--- src/rtl/hwag_coil_pkg.sv ---
// Shared types for the coil output guard: per-channel state encoding and channel indices.
package hwag_coil_pkg;

    typedef enum logic [1:0] {
        IDLE     = 2'd0,
        CHARGE   = 2'd1,
        OFF_WAIT = 2'd2
    } coil_state_t;

    localparam int COIL14 = 0;
    localparam int COIL23 = 1;

endpackage

--- src/rtl/hwag_coil_guard_ch.sv ---
// One coil channel: registers the charge request, bounds the dwell time,
// enforces a minimum off time after each fire, and keeps sticky fault flags.
module hwag_coil_guard_ch
    import hwag_coil_pkg::*;
#(
    parameter int TW = 24
) (
    input  logic          clk,
    input  logic          nrst,
    input  logic          ena,
    input  logic          req,
    input  logic [TW-1:0] max_dwell,
    input  logic [TW-1:0] min_off,
    input  logic          fault_clr,
    output logic          coil_out,
    output logic          spark,
    output logic          overdwell,
    output logic          early_req
);

    localparam logic [TW-1:0] ONE = {{(TW-1){1'b0}}, 1'b1};

    coil_state_t   state_q, state_d;
    logic [TW-1:0] timer_q, timer_d;
    logic          req_dly_q, req_dly_d;
    logic          spark_q, spark_d;
    logic          overdwell_q, overdwell_d;
    logic          early_q, early_d;
    logic          rise;

    // Timers stick at all-ones so a stalled channel can never wrap back under a limit.
    function automatic logic [TW-1:0] sat_inc(input logic [TW-1:0] v);
        return (&v) ? v : v + ONE;
    endfunction

    always_comb begin
        rise        = req & ~req_dly_q;
        state_d     = state_q;
        timer_d     = timer_q;
        req_dly_d   = req;
        spark_d     = 1'b0;
        overdwell_d = overdwell_q & ~fault_clr;
        early_d     = early_q & ~fault_clr;

        if (!ena) begin
            state_d = IDLE;
            timer_d = '0;
        end else begin
            case (state_q)
                IDLE: begin
                    if (rise && (max_dwell != '0)) begin
                        state_d = CHARGE;
                        timer_d = ONE;
                    end
                end
                CHARGE: begin
                    if (rise) early_d = 1'b1;
                    // A request that drops on the timeout clock is a normal fire.
                    if (!req || (timer_q >= max_dwell)) begin
                        state_d = OFF_WAIT;
                        timer_d = '0;
                        spark_d = 1'b1;
                        if (req) overdwell_d = 1'b1;
                    end else begin
                        timer_d = sat_inc(timer_q);
                    end
                end
                OFF_WAIT: begin
                    if (rise) early_d = 1'b1;
                    if (timer_q >= min_off) begin
                        state_d = IDLE;
                        timer_d = '0;
                    end else begin
                        timer_d = sat_inc(timer_q);
                    end
                end
                default: begin
                    state_d = IDLE;
                    timer_d = '0;
                end
            endcase
        end
    end

    always_ff @(posedge clk or negedge nrst) begin
        if (!nrst) begin
            state_q     <= IDLE;
            timer_q     <= '0;
            req_dly_q   <= 1'b0;
            spark_q     <= 1'b0;
            overdwell_q <= 1'b0;
            early_q     <= 1'b0;
        end else begin
            state_q     <= state_d;
            timer_q     <= timer_d;
            req_dly_q   <= req_dly_d;
            spark_q     <= spark_d;
            overdwell_q <= overdwell_d;
            early_q     <= early_d;
        end
    end

    assign coil_out  = (state_q == CHARGE);
    assign spark     = spark_q;
    assign overdwell = overdwell_q;
    assign early_req = early_q;

endmodule

--- src/rtl/hwag_coil_guard.sv ---
// Coil output guard: one independent guard channel per coil pin, sharing
// enable, fault clear and the dwell/off limits.
module hwag_coil_guard
    import hwag_coil_pkg::*;
#(
    parameter int NCH = 2,
    parameter int TW  = 24
) (
    input  logic           clk,
    input  logic           nrst,
    input  logic           ena,
    input  logic [NCH-1:0] coil_req,
    input  logic [TW-1:0]  max_dwell,
    input  logic [TW-1:0]  min_off,
    input  logic           fault_clr,
    output logic [NCH-1:0] coil_out,
    output logic [NCH-1:0] spark,
    output logic [NCH-1:0] overdwell,
    output logic [NCH-1:0] early_req
);

    for (genvar c = 0; c < NCH; c++) begin : g_ch
        hwag_coil_guard_ch #(
            .TW(TW)
        ) u_ch (
            .clk       (clk),
            .nrst      (nrst),
            .ena       (ena),
            .req       (coil_req[c]),
            .max_dwell (max_dwell),
            .min_off   (min_off),
            .fault_clr (fault_clr),
            .coil_out  (coil_out[c]),
            .spark     (spark[c]),
            .overdwell (overdwell[c]),
            .early_req (early_req[c])
        );
    end

endmodule
--- config.mk ---
export PLATFORM = sky130hd
export DESIGN_NAME = hwag_coil_guard
export DESIGN_NICKNAME = d
export VERILOG_FILES = /design/src/rtl/hwag_coil_pkg.sv /design/src/rtl/hwag_coil_guard_ch.sv /design/src/rtl/hwag_coil_guard.sv
export SDC_FILE = /design/constraint.sdc
export NUM_CORES = 1
export LEC_CHECK = 0
export ABC_AREA = 0
export BUFFER_PORTS_ARGS = -buffer_cell sky130_fd_sc_hd__buf_2
export CORE_MARGIN = 1.5
export CORE_UTILIZATION = 51
export DETAILED_ROUTE_END_ITERATION = 8
export PLACE_DENSITY_LB_ADDON = 0.3
export SLEW_MARGIN = 20
export SYNTH_ARGS = -nofsm -noshare
export SYNTH_HDL_FRONTEND = slang
export SYNTH_SLANG_ARGS = --single-unit
--- constraint.sdc ---
create_clock -name clk -period 2.8 [get_ports clk]
set_clock_uncertainty 0.05 [all_clocks]
set_input_delay 0.84 -clock clk [delete_from_list [all_inputs] [get_ports clk]]
set_output_delay 0.84 -clock clk [all_outputs]
set_load 0.05 [all_outputs]
==> metrics.txt <==
Top-Level Pins 62; initial antenna violation count 0; Worst Tran Pin Value 543 ps; Vias/cell 6.02; Layout area overhead 30.8%; row count 38; setup TNS -54.6 ps; Async S/R FF share, synth 100%; status finished with violations; Yosys top cell area share between 20% and 30%; clock latency at the later pin of the worst-skew pair 340 ps; first-pass GRT wire length 27400 µm; PD cells 443 mW/mm²; Final Cell Area about 0.0075 mm²; Startpoint Class primary input; Max clock buf depth 2; cell count after synthesis between 600 and 700; chip width 109 µm; drt total wl between 15000 and 20000 µm; cell area after placement 0.00688 mm²; CTS Buf Count 9; pin count of the biggest net entering global routing 61; Critical Path AT 3000 ps; number of synthesized register bits 60; Fmax achieved 0.352 GHz; Final Hold Vio Count 0; Lkg Pwr 3.75 nW; initial DRC count 270; WP data required 2950 ps; synth warn 0; Setup crit end kind flip-flop; crit path from max_dwell[23]; worst reg2reg path startpoint g_ch[1].u_ch.timer_q[14]; GPL Wtd Cong 0.943; H-tree Lvls 3; hpwl dp 13600 µm; CTS root buf clkbuf_16; Nets 955; Routed Antenna Nets 0; crit share post-route 102%; minimum clock period 2840 ps; Cell Area, Synth 0.00576 mm²; Setup violations, final 3; Die Y roughly 110 µm; CTS tree built; commonest non-fill, non-tap cells in the layout 95 x ha_1, 95 x buf_4, 60 x dfrtp_1; per-cell routed wire length 19.1 µm; Syn Nets 806; die area between 0.01 and 0.015 mm²; Post-CTS Hold Buffers 0; Reg clk slew, reported paths 50 ps; Avg Cell Area, Syn between 8 and 9 µm²; Max VDD drop 0.000414 V; post-synth top area cell dfrtp_1; Final WS setup -43.6 ps; clock tree sinks 60; core box area approximately 0.011 mm²; Initial Util 52.7%; maximum fanout along the worst path 5; vias 5636; critical setup path kind in -> reg; Max-Cap Viols 0; violated checks negative setup slack; DRC Markers 0; total global-route track usage 30.2%; grt ovf 0; max-slew violations 0; min-delay worst type in -> async; Rel. slew slack 63.6%; # diodes 0; Detailed Routing Iterations Pass 1 5; synth unique cells 64; Post-synth EDFFs 0; Port Buffers 61; share of cells above drive strength 1 30.8%; Synth Flop Type dfrtp_1; sequential share of the synthesized area 26.1%; vias in the first global route just under 6000; Synth area leaders dfrtp_1 26%, ha_1 23%, inv_1 4.0%
-- report_power, final --
group	internal (W)	total, W	switching [W]
sequential	0.000923	0.000985	0.0000628
clock	0.000607	0.000991	0.000385
combinational	0.000564	0.00136	0.000798
-- cell families (layout without fill, tap and decap cells) --
kind of cell	count (synthesis)	count (layout)	share of synthesized area, %
and+or+nand+nor	207	207	20.6
AOI/OAI and AO/OA	147	147	17.6
muxes	3	3	0.522
DFF	60	60	26.1
xor gates and xnor gates	33	33	5.02
adders and majority gates	108	108	23.5
buffers and inverters	86	238	6.71
-- registers in the layout, indices dropped and copies added (netlist names) --
signal and count:
g_ch.u_ch.state_q 4, g_ch.u_ch.req_dly_q 2, g_ch.u_ch.overdwell 2, g_ch.u_ch.timer_q 48, g_ch.u_ch.spark 2, g_ch.u_ch.early_req 2
-- metal layers --
metal	GRT usage (%)	vias up	part of all wire, %
met4	16.4	0	4.0
met3	4.54	50	3.6
li1	-	2682	-
met2	53.3	151	51
met5	0	-	0
met1	34.9	2753	41
-- Yosys cell counts (4+ instances only) --
library cell	count
ha_1	108
inv_1	62
dfrtp_1	60
a21oi_1	44
nand2_1	38
nand3_1	30
nand4_1	30
nor2_1	23
xor2_1	23
a21o_1	17
o21ai_0	17
and3_1	14
nor3_1	10
nor4_1	10
xnor2_1	10
a31oi_1	9
buf_4	9
and2_1	8
and4_1	8
a21oi_2	7
nor2b_1	7
a211oi_1	6
a22oi_1	6
buf_2	6
o211ai_1	6
clkbuf_1	5
o31ai_1	5
o2111ai_1	4
o22ai_1	4
-- final timing paths --
path                                             to  slack [ps]  depth (start not counted)
max                        g_ch[1].u_ch.timer_q[17]         -40                         11
min                         g_ch[0].u_ch.timer_q[3]         440                          2
max reg2reg                g_ch[1].u_ch.timer_q[17]          90                          9
min reg2reg                  g_ch[0].u_ch.overdwell         480                          2
max in group asynchronous   g_ch[1].u_ch.timer_q[1]        1950                          2
min in group clk             g_ch[0].u_ch.overdwell         480                          2
-- timing repair --
| item | 4_1_cts | 5_1_grt |
|---|---|---|
| endpoints found under the setup margin | 0 | 52 |
| buffers inserted | 0 | 7 |
| resized for setup | 0 | 52 |
-- cell type report --
type,count,area [µm²]
inverters,62,243
clock buffers,11,243
fillers,870,3400
flip-flops and latches,60,1500
multi-input cells,498,4190
clock inverters,3,15.0
well taps,140,175
repair buffers,162,1160
-- through the flow --
stage / hold WS [ps] / setup slack [ps] / util, % / std cells / total power (W)
finish: 444 / -43.6 / 68.9 / 936 / 0.00334
global placement: 464 / -244 / 62.9 / 912 / 0.00212
detailed placement: 475 / -342 / 62.9 / 912 / 0.00217
global route: 460 / -115 / 68.9 / 936 / 0.00351
CTS: 464 / 13.5 / 65.3 / 926 / 0.00317
floorplan: 455 / -6.82 / - / 644 / 0.00170
-- worst max-delay path: stages --
cell,delay [ps]
buf_4,100
inv_2,50
ha_4,280
nand4_4,140
nor4_4,330
nand4_1,190
o2111a_1,290
a32o_2,310
buf_12,160
a31oi_1,200
mux2i_1,120
No activity file was read; power rests on OpenSTA's default activity.
